File: config.mk
export PLATFORM = sky130hd
export DESIGN_NAME = pwm_fade_ctrl
export DESIGN_NICKNAME = d
export VERILOG_FILES = /design/src/rtl/pwm_fade_ctrl_pkg.sv /design/src/rtl/pwm_frame_tick.sv /design/src/rtl/pwm_fade_ctrl.sv
export SDC_FILE = /design/constraint.sdc
export NUM_CORES = 1
export LEC_CHECK = 0
export CELL_PAD_IN_SITES_DETAIL_PLACEMENT = 1
export CELL_PAD_IN_SITES_GLOBAL_PLACEMENT = 2
export CORE_MARGIN = 2
export CORE_UTILIZATION = 30
export CTS_BUF_LIST = sky130_fd_sc_hd__clkbuf_8
export DETAILED_ROUTE_END_ITERATION = 6
export PLACE_DENSITY_LB_ADDON = 0.08
export REMOVE_ABC_BUFFERS = 1
export SETUP_SLACK_MARGIN = 0.1
export SLEW_MARGIN = 15
export SYNTH_ARGS = -nofsm -noshare
export SYNTH_HDL_FRONTEND = slang
export SYNTH_HIERARCHICAL = 1
export SYNTH_SLANG_ARGS = --single-unit
export TNS_END_PERCENT = 50
File: constraint.sdc
create_clock -name clk -period 2.3 [get_ports clk]
set_input_delay 0.69 -clock clk [delete_from_list [all_inputs] [get_ports clk]]
set_output_delay 0.69 -clock clk [all_outputs]
set_load 0.05 [all_outputs]
File: src/rtl/pwm_fade_ctrl_pkg.sv
// Shared definitions for the PWM duty sequencers: ramp state encodings.
package pwm_fade_ctrl_pkg;

  typedef enum logic [1:0] {
    ST_IDLE = 2'd0,
    ST_UP   = 2'd1,
    ST_DOWN = 2'd2
  } fade_state_t;

endpackage

File: src/rtl/pwm_frame_tick.sv
// Frame/step prescaler: fcnt free-runs over one PWM frame, scnt counts frames
// per duty step. frame and step_tick are decoded from the counter registers.
module pwm_frame_tick #(
  parameter int period   = 7,
  parameter int step_div = 4
) (
  input  logic clk,
  input  logic rst,
  input  logic scnt_clr,
  output logic frame,
  output logic step_tick
);

  localparam int FW = (period > 1) ? $clog2(period) : 1;
  localparam int SW = (step_div > 1) ? $clog2(step_div) : 1;
  localparam logic [FW-1:0] FCNT_LAST = FW'(period - 1);
  localparam logic [SW-1:0] SCNT_LAST = SW'(step_div - 1);

  logic [FW-1:0] fcnt;
  logic [SW-1:0] scnt;

  assign frame     = (fcnt == FCNT_LAST);
  assign step_tick = frame && (scnt == SCNT_LAST);

  // Frame counter is never touched by the handshake so the pwm frame phase is stable.
  always_ff @(posedge clk or posedge rst) begin
    if (rst) begin
      fcnt <= '0;
    end else if (frame) begin
      fcnt <= '0;
    end else begin
      fcnt <= fcnt + 1'b1;
    end
  end

  always_ff @(posedge clk or posedge rst) begin
    if (rst) begin
      scnt <= '0;
    end else if (scnt_clr) begin
      scnt <= '0;
    end else if (frame) begin
      scnt <= (scnt == SCNT_LAST) ? '0 : scnt + 1'b1;
    end
  end

endmodule

File: src/rtl/pwm_fade_ctrl.sv
// Duty ramp sequencer for a pwm block: walks duty one LSB per step_div frames
// toward the accepted target. Optional PWM_FADE_RETARGET_EN allows retargeting mid-ramp.
module pwm_fade_ctrl
  import pwm_fade_ctrl_pkg::*;
#(
  parameter int period   = 7,
  parameter int step_div = 4,
  localparam int DW      = $clog2(period + 1)
) (
  input  logic          clk,
  input  logic          rst,
  input  logic [DW-1:0] tgt,
  input  logic          tgt_valid,
  output logic          tgt_ready,
  output logic [DW-1:0] duty,
  output logic          frame,
  output logic          busy,
  output logic          done
);

  localparam logic [DW-1:0] DUTY_MAX = DW'(period);

  fade_state_t   state;
  logic [DW-1:0] tgt_q;
  logic [DW-1:0] tgt_lim;
  logic [DW-1:0] duty_inc;
  logic [DW-1:0] duty_dec;
  logic          accept;
  logic          scnt_clr;
  logic          step_tick;

  function automatic logic [DW-1:0] clamp_duty(input logic [DW-1:0] t);
    return (t > DUTY_MAX) ? DUTY_MAX : t;
  endfunction

  assign tgt_lim = clamp_duty(tgt);

`ifdef PWM_FADE_RETARGET_EN
  assign tgt_ready = 1'b1;
`else
  assign tgt_ready = (state == ST_IDLE);
`endif

  assign busy     = (state != ST_IDLE);
  assign accept   = tgt_valid && tgt_ready;
  // A retarget while busy keeps the step phase; only a fresh ramp restarts it.
  assign scnt_clr = accept && (state == ST_IDLE);
  assign duty_inc = duty + 1'b1;
  assign duty_dec = duty - 1'b1;

  pwm_frame_tick #(
    .period   (period),
    .step_div (step_div)
  ) u_tick (
    .clk       (clk),
    .rst       (rst),
    .scnt_clr  (scnt_clr),
    .frame     (frame),
    .step_tick (step_tick)
  );

  always_ff @(posedge clk or posedge rst) begin
    if (rst) begin
      state <= ST_IDLE;
      duty  <= '0;
      tgt_q <= '0;
      done  <= 1'b0;
    end else begin
      done <= 1'b0;
      if (accept) begin
        tgt_q <= tgt_lim;
        if (tgt_lim == duty) begin
          state <= ST_IDLE;
          done  <= 1'b1;
        end else if (tgt_lim > duty) begin
          state <= ST_UP;
        end else begin
          state <= ST_DOWN;
        end
      end else if (step_tick) begin
        // tgt_q is clamped to 0..period, so the step can never wrap duty.
        case (state)
          ST_UP: begin
            duty <= duty_inc;
            if (duty_inc == tgt_q) begin
              state <= ST_IDLE;
              done  <= 1'b1;
            end
          end
          ST_DOWN: begin
            duty <= duty_dec;
            if (duty_dec == tgt_q) begin
              state <= ST_IDLE;
              done  <= 1'b1;
            end
          end
          default: begin
          end
        endcase
      end
    end
  end

endmodule

Word level (Yosys, flattened, before mapping)
Index checks and enable logic that the tools add are counted.
{"block": "word_totals", "out_inout_bits": 7, "wordCells": 52, "ff_bits": 14}
{"block": "op_classes", "mux": 19, "n_reduce_logical": 11, "n_addsub": 4, "magnitude_cmp": 2, "n_bitwise": 1, "n_eq_ne": 9}
{"cell": "2-bit two-way mux", "n": 9}
{"cell": "3-bit == test", "n": 3}
{"cell": "2-bit nonzero test", "n": 4}
{"cell": "3-bit by 1-bit adder with 3-bit output (second input constant)", "n": 2}
{"cell": "3-bit two-way mux", "n": 2}
{"cell": "3-bit inequality test (second input constant)", "n": 2}
{"cell": "3-bit case mux with 2 select lines", "n": 1}
{"cell": "1-bit two-way mux", "n": 5}
{"cell": "2-bit == test (second input constant)", "n": 2}
{"cell": "2-bit case mux with 2 select lines", "n": 1}
{"cell": "4-bit AND reduction", "n": 1}
{"cell": "3-bit == test (second input constant)", "n": 1}
{"cell": "3-bit > comparator", "n": 1}
{"cell": "3-bit > comparator (second input constant)", "n": 1}
{"cell": "1-bit logical AND", "n": 3}
{"cell": "3-bit AND reduction", "n": 1}
{"cell": "3-bit nonzero test", "n": 1}
{"cell": "3-bit by 1-bit subtractor with 3-bit output (second input constant)", "n": 1}
{"cell": "2-bit by 1-bit adder with 2-bit output (second input constant)", "n": 1}
{"cell": "2-bit by 1-bit == test with 1-bit output (second input constant)", "n": 1}
{"cell": "2-bit zero test", "n": 1}
{"cell": "1-bit case mux with 2 select lines", "n": 1}
{"cell": "1-bit inverter", "n": 1}

Depth between registers and ports, before layout
{"block": "logic_depth", "depth_word": 6, "depth_mapped": 6, "depth_no_buf": 6}

Cells and area by module
Netlist, hierarchy kept.
{"mod": "pwm_fade_ctrl", "instances": 1, "area_per_inst_um2": 655.6, "cells_per_inst": 63}
{"mod": "pwm_frame_tick", "instances": 1, "area_per_inst_um2": 252.7, "cells_per_inst": 22}

Worst setup path after synthesis
OpenSTA, ideal clock, no wires.
{"block": "synth_path", "path_kind": "register -> register", "startpoint": "register duty[0]", "endpoint": "register state[0]", "arrival_ns": 1.878, "path_stages_with_launch": 7, "slack_ns": 0.293, "cell_sequence": "dfrtp_1 inv_1 ha_1 xnor2_1 nand3_1 a221oi_2 o2bb2ai_1"}
{"block": "synth_via", "elab_chain_cells": 4, "word_cells_on_any_way": 12, "cone_classes": "2 x add/sub; 1 x order compare; 5 x eq/ne; 3 x mux; 1 x reduce/logical"}
{"item": "start, declared", "line": "pwm_fade_ctrl.sv:15", "source": "output logic [DW-1:0] duty,"}
{"item": "start signal, assigned", "line": "pwm_fade_ctrl.sv:84", "source": "duty <= duty_inc;"}
{"item": "start signal, assigned", "line": "pwm_fade_ctrl.sv:91", "source": "duty <= duty_dec;"}
{"item": "3-bit by 1-bit subtractor with 3-bit output (tied with other cells)", "line": "pwm_fade_ctrl.sv:49", "source": "assign duty_dec = duty - 1'b1;"}
{"item": "3-bit == test (tied with other cells)", "line": "pwm_fade_ctrl.sv:92", "source": "if (duty_dec == tgt_q) begin"}
{"item": "3-bit inequality test (no line) / 2-bit two-way mux (equally long branches)"}
{"item": "4-bit AND reduction (no line) / 2-bit two-way mux (equally long branches)"}
{"item": "end signal, assigned", "line": "pwm_fade_ctrl.sv:64", "source": "state <= ST_IDLE;"}
{"item": "end signal, assigned", "line": "pwm_fade_ctrl.sv:86", "source": "state <= ST_IDLE;"}
{"item": "end signal, assigned", "line": "pwm_fade_ctrl.sv:93", "source": "state <= ST_IDLE;"}
{"item": "end, declared", "line": "pwm_fade_ctrl.sv:23", "source": "fade_state_t state;"}
Parallel ways exist; a longest one is shown, timed or not.
A chain may end at the register's enable or synchronous reset.

Worst setup path in the final report
{"block": "layout_path", "startpoint": "register duty[1]", "endpoint": "output port duty[1]"}
No word-level cell between the ends.

==> flow_summary_export.csv <==
group,metric,value,unit
worst_setup_path,critPathArrivalTime,1.41,ns
cts,cts-root-buf,"clkbuf_8",
worst_setup_path,endpoint,"duty[1]",
power,p_per_area,452,nW/µm²
global_routing,antenna_found_initial,0,
drt,routedWlPerCell,13.4,µm
sta,tightest_slew,0.489,ns
cts,cts_tree,"yes",
worst_setup_path,rr_worst_depth,6,
synth,ys_top_cells_by_area,"dfrtp_1 39%, ha_1 12%, inv_1 5.0%",
cells_and_area,diodes,0,
sta,hold_viol_final,0,
synth,yosysTopAreaCellShare,38.6,%
global_routing,grt_pass1_vias,683,
drt,final_antenna_net_count,0,
sta,fin_setup_tns,0,ns
synth,syn_area,908,µm²
power,leakagePower,0.536,nW
die,num_rows,19,
cts,clockBufferDepth,2,
worst_setup_path,cp.depth,1,
drt,drc_errors,0,
power,ir_drop,0.000265,V
sta,finalClockSkew,0.000833,ns
synth,yosysSeqAreaShare,38.6,%
drt,finalWirelength,1.74,mm
sta,fmax,476,MHz
placement,port_buffers,12,
power,p_int,0.408,mW
synth,syn_avg_cell_area,10.7,µm²
global_routing,grt_pass1_wl,3.14,mm
global_routing,grt_max_degree,10,
worst_setup_path,worst-path-buf-inv,1,
synth,yosys_warnings,6,
drt,dr_total_vias,616,
worst_setup_path,crit_path_top_delay_cell,"clkdlybuf4s50_1",
worst_setup_path,critPathLaunchType,"flop",
power,netSwitchingFraction,18.8,%
synth,synth-edff-count,0,
cells_and_area,fin_cells,130,
worst_setup_path,cp.required,1.61,ns
worst_setup_path,cp-end-kind,"output port",
cts,htreeDepth,1,
sta,drv_slew,0,
cts,clk_pin_slew,0.06,ns
power,p_sw,0.0944,mW
worst_setup_path,crit_chain,"clkdlybuf4s50_1",
cells_and_area,final_layout_size_suffix_gt1_share,17.2,%
synth,syn_inst,85,
sta,fin_crit,2.10,ns
synth,yosys.cell_types.count,29,
global_routing,track_usage,12.0,%
synth,yosysTopAreaCell,"dfrtp_1",
placement,dp_hpwl,1.47,mm
sta,final.period_utilization,91.4,%
sta,grt_setup_unrepaired,"no",
synth,synthFlopType,"dfrtp_1",
worst_setup_path,cp_max_fo,3,
status,status,"complete, no violations",
placement,dpl-instance-area,1060,µm²
cts,hold_buffers,0,
die,core_area,2810,µm²
worst_setup_path,cp-startpoint,"duty[1]$_DFFE_PP0P_",
cells_and_area,finalInstanceArea,1110,µm²
sta,setup_viol,0,
drt,via_per_inst,4.74,
worst_setup_path,cp_slowest_stage_delay,0.81,ns
worst_setup_path,cp_top_family,"buffers and inverters",
die,die_area,3480,µm²
cts,clock-sinks,14,
job,maxCapViolations,0,
worst_setup_path,ff2ff_setup_slack,0.42,ns
drt,drt-pass1-iter-count,3,
synth,ys_async_sr_fraction,100,%
synth,synth.ff_latch_count,14,
drt,drt_iter0_drc,11,
cts,cts-buffers-inserted,3,
die,start_util,32.4,%
cells_and_area,synthToLayoutAreaGrowth,22.5,%
worst_setup_path,setup.worst_path.class,"flop to output port",
die,die_h,59.0,µm
cells_and_area,nets,115,
cts,clock_latency,0.24,ns
placement,place_congestion,0.661,
die,io_pins,13,
die,die_x,59.0,µm
worst_setup_path,r2r-start,"duty[0]$_DFFE_PP0P_",
cells_and_area,layout_commonest_cell,"dfrtp_1",
worst_hold_path,hold_path.class,"flop to flop",
power,seq_power_share,49.0,%
power,power.share.combinational,4.0,%
global_routing,overflow,0,
worst_setup_path,r2r-end,"state[0]$_DFFE_PP0P_",
placement,dp_cells,126,
power,pwr-share-clk,46.9,%
sta,slew-limit-headroom,67.3,%
cells_and_area,final_cell_mix,"14 x dfrtp_1, 12 x inv_1, 9 x ha_1",
-- power groups by stage --
| stage | Combinational [mW] | Sequential, mW | Clock [mW] |
|---|---|---|---|
| after CTS | 0.0210 | 0.246 | 0.243 |
| final | 0.0202 | 0.246 | 0.236 |
| after detailed placement | 0.0209 | 0.251 | 0 |
| after floorplan | 0.00832 | 0.251 | 0 |
| after global placement | 0.0208 | 0.251 | 0 |
| after global routing | 0.0239 | 0.246 | 0.262 |
-- synthesized netlist by cell type, types with 2 or more instances --
cell type	number
clkbuf_1	2
nand2b_1	6
a21oi_1	3
nor2_1	3
mux2_2	2
mux2i_1	3
dfrtp_1	14
inv_1	12
nand3_1	2
xnor2_1	3
nor2b_1	2
ha_1	9
xor2_1	2
o21ai_0	3
nand2_1	4
xnor3_1	2
-- final cells by class --
| class | count | area, µm² |
|---|---|---|
| fill | 321 | 1690 |
| tap | 31 | 38.8 |
| timing repair buffer | 13 | 129 |
| multi-input combinational | 56 | 494 |
| inverter | 12 | 45.0 |
| clock buffer | 4 | 55.1 |
| sequential | 14 | 350 |
-- registers in the layout, indices dropped and copies added (netlist names) --
name	cells
state	2
tgt_q	3
done	1
duty	3
u_tick/fcnt	3
u_tick/scnt	2
-- per-layer routing --
layer  track usage [%]  wire (µm)
met5                 0          0
met4              4.87         12
met3              1.97         38
met2              17.6        808
met1              17.7        883
-- how the worst min path moves through the flow --
stage | start | end | slack [ns] | depth (start not counted)
2_1_floorplan | u_tick/fcnt[0]$_DFF_PP0_ | u_tick/fcnt[0]$_DFF_PP0_ | 0.41 | 1
3_3_place_gp | u_tick/fcnt[0]$_DFF_PP0_ | u_tick/fcnt[0]$_DFF_PP0_ | 0.43 | 1
3_5_place_dp | u_tick/fcnt[0]$_DFF_PP0_ | u_tick/fcnt[0]$_DFF_PP0_ | 0.44 | 1
4_1_cts | u_tick/fcnt[0]$_DFF_PP0_ | u_tick/fcnt[0]$_DFF_PP0_ | 0.46 | 1
5_1_grt | u_tick/fcnt[0]$_DFF_PP0_ | u_tick/fcnt[0]$_DFF_PP0_ | 0.49 | 1
6_report | u_tick/fcnt[0]$_DFF_PP0_ | u_tick/fcnt[0]$_DFF_PP0_ | 0.45 | 1
-- through the flow --
stage / power, mW / worst slack (ns) / hold slack (ns) / util, %
final: 0.502 / 0.198 / 0.455 / 39.7
after global routing: 0.532 / 0.153 / 0.491 / 39.7
after CTS: 0.511 / 0.183 / 0.456 / 39.7
after detailed placement: 0.272 / 0.183 / 0.438 / 37.7
after global placement: 0.272 / 0.194 / 0.431 / 37.7
after floorplan: 0.259 / 0.293 / 0.414 / -
-- logic make-up (layout without fill, tap and decap cells) --
group                      Yosys count  after routing  share of synthesized area (%)
AOI/OAI and AO/OA                   11             11                           8.81
xor gates and xnor gates             8              8                           11.6
adders and majority gates            9              9                           12.4
buffers and inverters               15             29                           7.02
DFF                                 14             14                           38.6
muxes                                6              6                           7.44
and+or+nand+nor                     22             22                           14.2
-- repair_timing --
action                                  4_1_cts  5_1_grt
endpoints found under the setup margin        1        0
resized for setup                             1        0
setup buffers                                 0        0
(Power assumes the default switching activity.)
